$ cat src/rtl/demux3.sv
// Registered 1-to-8 write distributor: routes in_data to the slot chosen by control,
// each slot a one-entry valid/ready buffer. Define DEMUX3_OVERWRITE_EN for overwrite mode.

module demux3_slot #(
  parameter int WIDTH = 16
) (
  input  logic             clk,
  input  logic             rst_n,
  input  logic             wr_en,
  input  logic [WIDTH-1:0] wr_data,
  input  logic             rd_ready,
  output logic [WIDTH-1:0] data,
  output logic             full,
  output logic             full_next
);
  typedef enum logic {EMPTY = 1'b0, FULL = 1'b1} slot_state_e;

  slot_state_e      state_q, state_d;
  logic [WIDTH-1:0] data_q, data_d;
  logic             drain;

  assign drain = (state_q == FULL) & rd_ready;

  always_comb begin
    state_d = state_q;
    data_d  = data_q;
    // A write wins over a drain, which yields write-through on a same-cycle pair
    if (wr_en) begin
      state_d = FULL;
      data_d  = wr_data;
    end else if (drain) begin
      state_d = EMPTY;
    end
  end

  always_ff @(posedge clk or negedge rst_n) begin
    if (!rst_n) begin
      state_q <= EMPTY;
      data_q  <= '0;
    end else begin
      state_q <= state_d;
      data_q  <= data_d;
    end
  end

  assign data      = data_q;
  assign full      = (state_q == FULL);
  assign full_next = (state_d == FULL);
endmodule

module demux3 #(
  parameter int WIDTH = 16,
  parameter int SLOTS = 8
) (
  input  logic             clk,
  input  logic             rst_n,
  input  logic [WIDTH-1:0] in_data,
  input  logic [2:0]       control,
  input  logic             in_valid,
  output logic             in_ready,
  output logic [WIDTH-1:0] o0,
  output logic [WIDTH-1:0] o1,
  output logic [WIDTH-1:0] o2,
  output logic [WIDTH-1:0] o3,
  output logic [WIDTH-1:0] o4,
  output logic [WIDTH-1:0] o5,
  output logic [WIDTH-1:0] o6,
  output logic [WIDTH-1:0] o7,
  output logic [SLOTS-1:0] out_valid,
  input  logic [SLOTS-1:0] out_ready,
  output logic [3:0]       count,
  output logic             overflow
);
  logic [SLOTS-1:0]            sel;
  logic [SLOTS-1:0]            wr_en;
  logic [SLOTS-1:0]            full;
  logic [SLOTS-1:0]            full_next;
  logic [SLOTS-1:0][WIDTH-1:0] slot_data;
  logic                        accept;
  logic [3:0]                  count_q, count_d;

  always_comb begin
    sel = '0;
    sel[control] = 1'b1;
  end

`ifdef DEMUX3_OVERWRITE_EN
  assign in_ready = 1'b1;
`else
  assign in_ready = ~full[control] | out_ready[control];
`endif

  assign accept = in_valid & in_ready;
  assign wr_en  = {SLOTS{accept}} & sel;

  genvar k;
  generate
    for (k = 0; k < SLOTS; k++) begin : g_slot
      demux3_slot #(.WIDTH(WIDTH)) u_slot (
        .clk       (clk),
        .rst_n     (rst_n),
        .wr_en     (wr_en[k]),
        .wr_data   (in_data),
        .rd_ready  (out_ready[k]),
        .data      (slot_data[k]),
        .full      (full[k]),
        .full_next (full_next[k])
      );
    end
  endgenerate

  // Count is the popcount of next-cycle occupancy so it registers in step with out_valid
  always_comb begin
    count_d = '0;
    for (int i = 0; i < SLOTS; i++) count_d = count_d + {3'b000, full_next[i]};
  end

  always_ff @(posedge clk or negedge rst_n) begin
    if (!rst_n) count_q <= '0;
    else        count_q <= count_d;
  end

`ifdef DEMUX3_OVERWRITE_EN
  logic overflow_q, overflow_d;

  always_comb begin
    overflow_d = overflow_q;
    if (accept & full[control] & ~out_ready[control]) overflow_d = 1'b1;
  end

  always_ff @(posedge clk or negedge rst_n) begin
    if (!rst_n) overflow_q <= 1'b0;
    else        overflow_q <= overflow_d;
  end

  assign overflow = overflow_q;
`else
  assign overflow = 1'b0;
`endif

  assign out_valid = full;
  assign count     = count_q;
  assign o0 = slot_data[0];
  assign o1 = slot_data[1];
  assign o2 = slot_data[2];
  assign o3 = slot_data[3];
  assign o4 = slot_data[4];
  assign o5 = slot_data[5];
  assign o6 = slot_data[6];
  assign o7 = slot_data[7];
endmodule
$ cat config.mk
export PLATFORM = sky130hd
export DESIGN_NAME = demux3
export DESIGN_NICKNAME = d
export VERILOG_FILES = /design/src/rtl/demux3.sv
export SDC_FILE = /design/constraint.sdc
export NUM_CORES = 1
export LEC_CHECK = 0
export BUFFER_PORTS_ARGS = -buffer_cell sky130_fd_sc_hd__buf_4
export CORE_MARGIN = 3
export CORE_UTILIZATION = 46
export DETAILED_ROUTE_END_ITERATION = 7
export PLACE_DENSITY = 0.76
export SYNTH_ARGS = -nofsm -noshare
export SYNTH_HDL_FRONTEND = slang
export SYNTH_SLANG_ARGS = --single-unit
$ cat constraint.sdc
create_clock -name clk -period 3.73 [get_ports clk]
set_clock_uncertainty 0.05 [all_clocks]
set_input_delay 0.373 -clock clk [delete_from_list [all_inputs] [get_ports clk]]
set_output_delay 0.373 -clock clk [all_outputs]
set_load 0.005 [all_outputs]
==> flow_summary.yaml <==
logic_synthesis:
  syn_inst: 343
  ys.warnings.count: 0
  synth_seq_cells: 140
  ys_types: 27
  syn_area_per_cell_um2: 16.3
  syn_nets: 380
  yosysSeqAreaShare_pct: 62.7
  synth_area_mm2: 0.00559
sta:
  tightest_slew_ns: 0.787
  grt_setup_unrepaired: "no"
  fmax_mhz: 285
  whs_ns: 0.205
  fin_crit_ns: 3.51
  setup_tns_ns: 0
  report.final.slew_viol_count: 0
  hold_viol: 0
  finalSetupViolCount: 0
  fin_crit_sh_pct: 94.1
  max-slew-margin-rel_pct: 47.4
clock_tree:
  cts_max_path_buffers: 2
  clock_sinks: 140
  cts_root_buf: "clkbuf_16"
  cts_tree: "built"
  insertion_delay_ns: 0.41
  cts_buffers: 17
  clk_pin_slew_ns: 0.05
  clock_tree.htree_level_count: 4
  cts_setup_buffers: 0
floorplan:
  rows: 39
  dieArea_mm2: 0.0135
  die_w_um: 116
  die-height_um: 116
  start_util_pct: 47.9
  io_pins: 172
  design.core.area_mm2: 0.0117
routing:
  via_count: 3497
  antenna_left: 0
  drcViolationCount: 0
  drt-pass1-iter-count: 4
  drt_iter0_markers: 134
  wl_mm: 13.4
  viasPerCell: 5.17
  wl_per_cell_um: 19.8
layout:
  layout_common_cells: "buf_4, dfrtp_1, mux2_2"
  nNetsFinal: 558
  mostFrequentLayoutCell: "buf_4"
  n_antenna_cell: 0
  syn_to_final_growth_pct: 35.3
  drive_above_1_share_pct: 65.7
pwr:
  ir_drop_mv: 0.376
  p_leak_nw: 3.64
  power_density_mw_per_mm2: 620
placed_design:
  dp_hpwl_mm: 9.35
  gp_congestion: 0.869
  portBuffers: 170
global_routing:
  grt_pass1_vias: 3794
  grt_max_degree: 81
  antenna_found_initial: 0
  grt.total_usage_pct: 21.0
  grt_pass1_wl_mm: 21.1
  grt-ovfl-total: 0
critical_path:
  reg2reg_depth: 11
  worstPathRequired_ns: 3.97
  startpoint_type: "register"
  critPathMaxFanout: 3
  crit_type: "reg2reg"
  crit_arrival_ns: 3.76
  end_kind: "register"
min_path:
  worstHoldPathCells: 2
  min_path_type: "in2reg"
flow_run:
  maxCapViolations: 0
status:
  outcome: "finished, final reports clean"
==> state kept, by name, indices dropped and copies added (netlist names) <==
register,cells
g_slot.u_slot.full,8
g_slot.u_slot.data,128
count,4
==> per-layer routing <==
layer,track usage (%),vias up,wire [µm]
met3,6.48,21,725
met5,0,-,0
met4,7.58,0,264
li1,-,1549,-
met2,35.1,98,7020
met1,26.0,1829,5370
==> logic make-up (layout without fill, tap and decap cells) <==
family,after synthesis,in the layout,synth area share [%]
flip-flops,140,140,62.7
multiplexers,132,132,26.8
AND/OR/NAND/NOR,35,35,5.09
buffers and inverters,25,216,2.91
adder cells (fa/ha/maj),7,7,2.11
AO/OA/AOI/OAI,2,2,0.179
other,1,1,0.0671
XOR/XNOR,1,1,0.157
==> worst paths after layout <==
check / start / end / slack (ns)
worst min register to register: g_slot[1].u_slot.data[6] / g_slot[1].u_slot.data[6] / 0.45
min in group asynchronous: rst_n / g_slot[0].u_slot.data[8] / 0.50
worst min-delay path: in_data[13] / g_slot[0].u_slot.data[13] / 0.20
worst max register to register: g_slot[3].u_slot.full / count[2] / 0.22
max in group asynchronous: rst_n / g_slot[3].u_slot.data[7] / 2.17
worst max-delay path: g_slot[3].u_slot.full / count[2] / 0.22
==> synth_stat cells (all sizes together) <==
cell / count / area (µm²)
dfrtp: 140 / 3500
mux2: 129 / 1450
buf: 21 / 148
nor2b: 7 / 51.3
nand2: 6 / 30.0
fa: 4 / 80.1
inv: 4 / 15.0
nand2b: 4 / 25.0
nor2: 4 / 15.0
or2: 4 / 25.0
ha: 3 / 37.5
a21oi: 2 / 10.0
mux2i: 2 / 20.0
nand4b: 2 / 30.0
nor3b: 2 / 15.0
nor4b: 2 / 47.6
and2: 1 / 6.26
conb: 1 / 3.75
mux4: 1 / 22.5
nand3: 1 / 10.0
nand4: 1 / 12.5
nor3: 1 / 16.3
xor2: 1 / 8.76
==> report_power, final <==
group          switching, W  leakage [nW]  total (W)  internal [W]
sequential         0.000177          1.70    0.00202       0.00185
clock              0.000595         0.281    0.00163       0.00103
combinational      0.000370          1.66    0.00103      0.000660
==> stage by stage <==
step                      power [W]  area (µm²)  util (%)  setup slack [ns]  std cells
after floorplan             0.00239        5590         -            0.0107        343
after global placement      0.00306        6970      59.8            0.0549        644
after detailed placement    0.00310        6970      59.8           0.00622        644
after CTS                   0.00473        7550      64.8            0.0961        677
after global routing        0.00491        7550      64.8             0.102        677
final                       0.00468        7550      64.8             0.219        677
==> area by class of cell <==
cell class	instances	area, µm²
Tap cell	143	179
Timing Repair Buffer	180	1360
Inverter	4	15.0
Clock buffer	25	485
Clock inverter	7	87.6
Multi-Input combinational cell	178	1930
Fill cell	891	4110
Sequential cell	140	3500
==> worst max-delay path: stages (launching register included) <==
cell and delay [ns]:
dfrtp_1 0.34, nor2b_2 0.25, nor4b_4 0.08, or2_2 0.30, fa_1 0.49, inv_1 0.06
fa_1 0.50, fa_1 0.55, inv_1 0.04, ha_1 0.20, fa_1 0.38, xor2_1 0.17
==> timing repair <==
action | 4_1_cts | 5_1_grt
hold endpoints to repair | 78 | 0
gates resized for setup | 0 | 1
setup endpoints to repair | 0 | 1
hold buffers | 1 | 0
(Power assumes the default switching activity.)
